[src/rtl/revertable_clock_top.sv]
// Reversible 4-digit BCD clock: prescaled up/down counter shown on a multiplexed 7-segment display.
// Optional leading-zero blanking on digits 3..1 is enabled by defining REVERT_CLOCK_LZ_BLANK_EN.
module revertable_clock_top #(
    parameter int TICK_DIV = 50_000_000,
    parameter int SCAN_DIV = 50_000
) (
    input  logic       CLK_50,
    input  logic       nCLR,
    input  logic       revert,
    output logic [3:0] SEL,
    output logic [6:0] SEG
);

    localparam int NUM_DIGITS = 4;
    localparam int TW = (TICK_DIV > 1) ? $clog2(TICK_DIV) : 1;
    localparam int SW = (SCAN_DIV > 1) ? $clog2(SCAN_DIV) : 1;

    // ------------------------------------------------------------------
    // Direction synchronizer
    // ------------------------------------------------------------------
    logic rev_meta;
    logic rev_sync;

    always_ff @(posedge CLK_50 or negedge nCLR) begin
        if (!nCLR) begin
            rev_meta <= 1'b0;
            rev_sync <= 1'b0;
        end else begin
            rev_meta <= revert;
            rev_sync <= rev_meta;
        end
    end

    // ------------------------------------------------------------------
    // Count prescaler
    // ------------------------------------------------------------------
    logic [TW-1:0] presc;
    logic          tick;

    assign tick = (presc == TW'(TICK_DIV - 1));

    always_ff @(posedge CLK_50 or negedge nCLR) begin
        if (!nCLR)     presc <= '0;
        else if (tick) presc <= '0;
        else           presc <= presc + 1'b1;
    end

    // ------------------------------------------------------------------
    // BCD digit chain
    // ------------------------------------------------------------------
    logic [3:0]            digit [NUM_DIGITS];
    logic [NUM_DIGITS-1:0] step;

    // A digit steps when every lower digit rolls over on this tick.
    assign step[0] = tick;

    genvar g;
    generate
        for (g = 1; g < NUM_DIGITS; g++) begin : g_step
            assign step[g] = step[g-1] &&
                             (rev_sync ? (digit[g-1] == 4'd0) : (digit[g-1] >= 4'd9));
        end

        for (g = 0; g < NUM_DIGITS; g++) begin : g_digit
            always_ff @(posedge CLK_50 or negedge nCLR) begin
                if (!nCLR) begin
                    digit[g] <= 4'd0;
                end else if (step[g]) begin
                    if (rev_sync)
                        digit[g] <= (digit[g] == 4'd0 || digit[g] > 4'd9) ? 4'd9 : digit[g] - 4'd1;
                    else
                        digit[g] <= (digit[g] >= 4'd9) ? 4'd0 : digit[g] + 4'd1;
                end
            end
        end
    endgenerate

    // ------------------------------------------------------------------
    // Display scan
    // ------------------------------------------------------------------
    logic [SW-1:0] scan_cnt;
    logic          scan_wrap;
    logic [1:0]    scan_idx;

    assign scan_wrap = (scan_cnt == SW'(SCAN_DIV - 1));

    always_ff @(posedge CLK_50 or negedge nCLR) begin
        if (!nCLR) begin
            scan_cnt <= '0;
            scan_idx <= 2'd0;
        end else if (scan_wrap) begin
            scan_cnt <= '0;
            scan_idx <= scan_idx + 2'd1;
        end else begin
            scan_cnt <= scan_cnt + 1'b1;
        end
    end

    function automatic logic [6:0] seg_encode(input logic [3:0] v);
        case (v)
            4'd0:    seg_encode = 7'h40;
            4'd1:    seg_encode = 7'h79;
            4'd2:    seg_encode = 7'h24;
            4'd3:    seg_encode = 7'h30;
            4'd4:    seg_encode = 7'h19;
            4'd5:    seg_encode = 7'h12;
            4'd6:    seg_encode = 7'h02;
            4'd7:    seg_encode = 7'h78;
            4'd8:    seg_encode = 7'h00;
            4'd9:    seg_encode = 7'h10;
            default: seg_encode = 7'h7F;
        endcase
    endfunction

    logic [NUM_DIGITS-1:0] blank;

    always_comb begin
        blank = '0;
`ifdef REVERT_CLOCK_LZ_BLANK_EN
        // A digit is blank only if it and everything above it is zero; units never blank.
        blank[3] = (digit[3] == 4'd0);
        blank[2] = blank[3] && (digit[2] == 4'd0);
        blank[1] = blank[2] && (digit[1] == 4'd0);
`endif
    end

    always_ff @(posedge CLK_50 or negedge nCLR) begin
        if (!nCLR) begin
            SEL <= 4'b1110;
            SEG <= 7'h40;
        end else begin
            SEL <= ~(4'b0001 << scan_idx);
            SEG <= blank[scan_idx] ? 7'h7F : seg_encode(digit[scan_idx]);
        end
    end

endmodule

[config.mk]
export PLATFORM = sky130hd
export DESIGN_NAME = revertable_clock_top
export DESIGN_NICKNAME = d
export VERILOG_FILES = /design/src/rtl/revertable_clock_top.sv
export SDC_FILE = /design/constraint.sdc
export NUM_CORES = 1
export LEC_CHECK = 0
export ABC_AREA = 1
export BUFFER_PORTS_ARGS = -buffer_cell sky130_fd_sc_hd__buf_2
export CAP_MARGIN = 10
export CORE_ASPECT_RATIO = 1.25
export CORE_MARGIN = 5
export CORE_UTILIZATION = 45
export CTS_CLUSTER_SIZE = 16
export DETAILED_ROUTE_END_ITERATION = 12
export GPL_TIMING_DRIVEN = 0
export PLACE_DENSITY = 0.71
export SETUP_SLACK_MARGIN = 0.4
export SLEW_MARGIN = 20
export SYNTH_ARGS = -nofsm -noshare
export SYNTH_HDL_FRONTEND = slang
export SYNTH_SLANG_ARGS = --single-unit
[constraint.sdc]
create_clock -name CLK_50 -period 2.74 [get_ports CLK_50]
set_input_delay 0.274 -clock CLK_50 [delete_from_list [all_inputs] [get_ports CLK_50]]
set_output_delay 0.274 -clock CLK_50 [all_outputs]
set_load 0.02 [all_outputs]
Word-level counts from Yosys, hierarchy flattened
Memories as Yosys holds them, arrays and structs flattened. A register that Yosys moved wholly into a read port is not among the register bits.
Cells that the tools add are included.
{ "op_classes": {"n_bitwise": 2, "n_mux": 20, "shifts": 1, "n_reduce_logical": 12, "order_cmp": 9, "addsub": 11, "n_eq_ne": 2} }
{ "ops": {"columns": ["op", "n"], "rows": [
  ["$mux W4", 14],
  ["$add A26 B1 Y26 const B", 1],
  ["$eq A26 B26 Y1 const B", 1],
  ["$mux W26", 1],
  ["$add A16 B1 Y16 const B", 1],
  ["$add A4 B1 Y4 const B", 4],
  ["$eq A16 B16 Y1 const B", 1],
  ["$ge A4 B4 Y1 const B", 4],
  ["$gt A4 B4 Y1 const B", 4],
  ["$logic_not A4 Y1", 4],
  ["$mux W16", 1],
  ["$sub A4 B1 Y4 const B", 4],
  ["$bmux W4 S2", 1],
  ["$logic_or A1 B1 Y1", 4],
  ["$not A4 Y4", 1],
  ["$shl A1 B2 Y4 const A", 1],
  ["$ge A3 B3 Y1 const B", 1],
  ["$logic_and A1 B1 Y1", 3],
  ["$mux W1", 3],
  ["$not A2 Y3", 1],
  ["$add A2 B1 Y2 const B", 1],
  ["$logic_not A1 Y1", 1]
]} }
{ "totals": {"in_bits": 3, "n_memories": 1, "reg_bits": 66, "romBits": 112, "elab_cells": 68, "out_inout_bits": 11} }
{ "mem_list": {"columns": ["memory", "depth", "word_bits", "rd", "rd_ports_with_merged_regs", "write_ports", "line", "rtl"], "rows": [
  ["(name not given)", 16, 7, 1, 1, 0, "100", "case (v)"]
]} }

Depth between registers and ports, before layout
{ "depth": {"depth_word": 5, "ltp_mapped": 11, "mapped_depth_nobuf": 11} }

Least setup slack after synthesis
OpenSTA, ideal clock, no wires.
{ "synth_path": {"path_kind": "flip-flop to flip-flop", "from": "reg scan_idx[0]", "to": "reg SEG[5]", "setup_slack_ps": 1125, "path_stages_with_launch": 10, "t_arrival_ps": 1481, "required_time_ps": 2606, "path_cell_list": "dfrtp_1 -> buf_2 -> buf_2 -> a21oi_1 -> o21ai_0 -> nand2_1 -> inv_1 -> ha_1 -> o21ai_0 -> o21ai_0"} }
{ "synth_between": {"elab_chain_cells": 4} }
{ "synth_rtl": {"columns": ["element", "line", "rtl"], "rows": [
  ["start: declaration", "83", "logic [1:0] scan_idx;"],
  ["start signal: assignment", "93", "scan_idx <= scan_idx + 2'd1;"],
  ["$not A2 Y3 (not written as such)", "133", "SEG <= blank[scan_idx] ? 7'h7F : seg_encode(digit[scan_idx]);"],
  ["$bmux W4 S2", "133", null],
  ["$mux W4 (not written as such) (2 in a row)", "133", null],
  ["end: declaration", "11", "output logic [6:0] SEG"]
]} }
No other way between the ends. The select of a mux whose other input is x is not followed.
A chain may end at the register's enable or synchronous reset.

Worst setup path in the final report
{ "layout_path": {"from": "reg scan_idx[0]", "to": "reg SEG[0]"} }
The elaborated chain is that of the path after synthesis.

==> flow_summary.json <==
{
  "slew-limit-headroom": 0.675,
  "period_share": 0.700,
  "dp_hpwl_mm": 6.89,
  "numPortBuffers": 13,
  "grt.overflow.total": 0,
  "drt_iter0_markers": 237,
  "numPlacedInstances": 728,
  "postSynthNetCount": 614,
  "netlist-cell-type-count": 33,
  "setup-violations-final": 0,
  "finalWirelength_mm": 9.19,
  "power.share.sequential": 0.487,
  "row_count": 40,
  "tritoncts_clock_tree": "built",
  "power_density_nw_per_um2": 445,
  "grt_antenna_before_repair": 0,
  "clock_sink_count": 73,
  "die_height_um": 121,
  "timing.setup.critical_path_class": "reg -> reg",
  "place_congestion": 0.893,
  "power_switching_share": 0.221,
  "clkTransAtPathRegs_ns": 0.06,
  "ys_dominant_reg_cell": "sky130_fd_sc_hd__dfrtp_1",
  "clock_insertion_delay_worst_skew_ns": 0.33,
  "drv_slew": 0,
  "average_routed_wire_per_standard_cell_um": 12.3,
  "switching_power_mw": 0.491,
  "drcViolationCount": 0,
  "post-synth-top-area-fraction": 0.387,
  "cts.htree.levels": 3,
  "timing_worst_slew_pin_value_ns": 0.488,
  "avgSynthCellArea_sq_um": 7.58,
  "coreArea_sq_um": 9660,
  "grt_max_degree": 39,
  "fillers": 871,
  "cpMaxStageDelayCell": "sky130_fd_sc_hd__dfrtp_1",
  "share_clk_of_total_power": 0.492,
  "route.vias.total": 3775,
  "status": "completed",
  "cts.path.max_buffers": 2,
  "p_int_mw": 1.73,
  "holdWs_ns": 0.0562,
  "setup_ws_ns": 0.823,
  "synth-warning-count": 0,
  "critical_path.max_stage_delay_ns": 0.40,
  "design.die.area_sq_um": 12000,
  "max_cap_viol_count": 0,
  "vdd.ir_drop.worst_mv": 0.298,
  "num_antenna_cells": 0,
  "cts_resized": 0,
  "grt_setup_unrepaired": "no",
  "critical_path.endpoint_type": "flip-flop",
  "area_growth_syn_to_layout_pct": 12.0,
  "leakage_nw": 2.51,
  "arrival_worst_endpoint_ns": 2.11,
  "crit_path_max_fanout": 10,
  "finalWorstPathRequiredPeriod_ns": 1.92,
  "power.share.combinational": 0.021,
  "crit_chain": "buf_2 -> buf_2 -> a21oi_1 -> o21ai_0 -> nand2_1 -> inv_1 -> ha_1 -> o21ai_1 -> o21ai_0",
  "synth_top_cells_by_area": "sky130_fd_sc_hd__dfrtp_1 39%, sky130_fd_sc_hd__nand2_1 11%, sky130_fd_sc_hd__nor2_1 6.6%",
  "die_x_um": 99.0,
  "hold_buffers": 1,
  "boundaryPins": 14,
  "pre_cts_slack_ns": 0.862,
  "grt_pass1_wl_mm": 16.5,
  "postSynth.asyncResetShare": 1.00,
  "sequential_area_share_after_synthesis": 0.411,
  "syn_inst": 588,
  "total_routing_usage_gr": 0.166,
  "drt-vias-per-instance": 5.07,
  "synthDominantAreaCellType": "sky130_fd_sc_hd__dfrtp_1",
  "hold_viol": 0,
  "finalNetCount": 640,
  "final_core_util": 0.517,
  "totalNegativeSetupSlack_ns": 0,
  "number_of_buffers_inserted_by_post_cts_setup_repair": 0,
  "achievable-frequency_mhz": 522,
  "first_global_vias": 3874,
  "postSynthRegisterBits": 73,
  "drtAntennaViolNets": 0,
  "fin_skew_ns": 0.00722,
  "ys_top_cells_by_count": "131 x sky130_fd_sc_hd__nand2_1, 78 x sky130_fd_sc_hd__nor2_1, 75 x sky130_fd_sc_hd__inv_1, 69 x sky130_fd_sc_hd__dfrtp_1, 43 x sky130_fd_sc_hd__nand3_1",
  "synth.most_common_cell": "sky130_fd_sc_hd__nand2_1",
  "min_delay_path_class": "in -> reg",
  "numCtsBuffers": 9,
  "drt_pass1_iterations": 5,
  "synth_enable_flop_cells": 0,
  "clock_root_buffer": "sky130_fd_sc_hd__clkbuf_16",
  "initial_utilization": 0.462,
  "type_of_origin_of_the_critical_path": "flip-flop",
  "mappedNetlistArea_sq_um": 4460,
  "stdcell_count": 745,
  "timing.critical_path.required_ns": 2.93,
  "fraction_of_layout_cells_with_a_size_suffix_above_1": 0.110
}
[worst max-delay path: cells and delay by family, from the launching register on]
kind | cells | cell delay (ns)
flip-flops | 1 | 0.40
buffers and inverters | 3 | 0.44
adder cells (fa/ha/maj) | 1 | 0.19
AO/OA/AOI/OAI | 4 | 0.54
AND/OR/NAND/NOR | 1 | 0.20
[cell usage in the layout, fill, tap and decap left out, types with 2 or more instances in the layout]
| cell | count |
|---|---|
| sky130_fd_sc_hd__clkinvlp_4 | 2 |
| sky130_fd_sc_hd__inv_2 | 9 |
| sky130_fd_sc_hd__buf_4 | 2 |
| sky130_fd_sc_hd__nor2_4 | 2 |
| sky130_fd_sc_hd__nand4_1 | 11 |
| sky130_fd_sc_hd__a21oi_1 | 14 |
| sky130_fd_sc_hd__nand2_2 | 5 |
| sky130_fd_sc_hd__o21ai_1 | 7 |
| sky130_fd_sc_hd__nand3_1 | 43 |
| sky130_fd_sc_hd__inv_1 | 75 |
| sky130_fd_sc_hd__dfstp_2 | 4 |
| sky130_fd_sc_hd__nor3_1 | 10 |
| sky130_fd_sc_hd__clkinv_2 | 2 |
| sky130_fd_sc_hd__xor2_1 | 26 |
| sky130_fd_sc_hd__xnor2_1 | 11 |
| sky130_fd_sc_hd__ha_1 | 23 |
| sky130_fd_sc_hd__dfrtp_1 | 69 |
| sky130_fd_sc_hd__nand2_1 | 131 |
| sky130_fd_sc_hd__nor3b_1 | 2 |
| sky130_fd_sc_hd__nor2_2 | 8 |
| sky130_fd_sc_hd__nor4_1 | 3 |
| sky130_fd_sc_hd__clkbuf_16 | 9 |
| sky130_fd_sc_hd__buf_2 | 15 |
| sky130_fd_sc_hd__o21ai_0 | 42 |
| sky130_fd_sc_hd__nor2_1 | 78 |
[sequential cells by signal, summed over array words and instances (netlist names)]
| name | flops |
|---|---|
| SEG | 7 |
| SEL | 4 |
| digit | 16 |
| presc | 26 |
| rev_meta | 1 |
| rev_sync | 1 |
| scan_cnt | 16 |
| scan_idx | 2 |
[kinds of logic after synthesis]
family	count (synthesis)	share of synthesized area
AO/OA/AOI/OAI	66	0.0763
XOR/XNOR	37	0.0727
adder cells (fa/ha/maj)	23	0.0646
buffers and inverters	90	0.0777
flip-flops	73	0.411
AND/OR/NAND/NOR	299	0.298
[path summary, 6_finish.rpt]
kind	from	endpoint	slack (ns)	depth (start not counted)
max in group asynchronous	nCLR	SEG[6]$_DFF_PN1_	1.69	3
min in group asynchronous	nCLR	digit[10]$_DFFE_PN0P_	0.45	2
worst max register to register	scan_idx[0]$_DFFE_PN0N_	SEG[0]$_DFF_PN0_	0.82	9
worst min-delay path	revert	rev_meta$_DFF_PN0_	0.06	1
worst min register to register	rev_meta$_DFF_PN0_	rev_sync$_DFF_PN0_	0.35	0
worst max-delay path	scan_idx[0]$_DFFE_PN0N_	SEG[0]$_DFF_PN0_	0.82	9
[power groups by stage]
stage               clock network, mW  registers (mW)  logic, mW
finish                           1.09            1.08     0.0460
global route                     1.17            1.08     0.0548
CTS                              1.12            1.08     0.0478
detailed placement                  0            1.10     0.0466
global placement                    0            1.10     0.0420
floorplan                           0            1.10     0.0158
[area by class of cell]
cell class,count,area (sq um),share of cell area
Multi-Input combinational cell,425,2280,0.456
Clock inverter,6,42.5,0.00852
Inverter,84,315,0.0631
Tap cell,126,158,0.0316
Sequential cell,73,1830,0.367
Timing Repair Buffer,15,97.6,0.0195
Clock buffer,10,239,0.0478
Buffer,6,31.3,0.00626
[per-stage QoR]
step	power [mW]	area (sq um)
floorplan	1.12	4460
global placement	1.14	4680
detailed placement	1.15	4700
CTS	2.25	4990
global route	2.31	4990
finish	2.22	4990
[metal layers]
| metal | GRT usage | routed length [um] | part of all wire |
|---|---|---|---|
| met3 | 0.0288 | 282 | 0.031 |
| met5 | 0 | 0 | 0 |
| met1 | 0.197 | 4120 | 0.45 |
| met2 | 0.292 | 4610 | 0.50 |
| met4 | 0.0717 | 175 | 0.019 |
(Power assumes the default switching activity.)
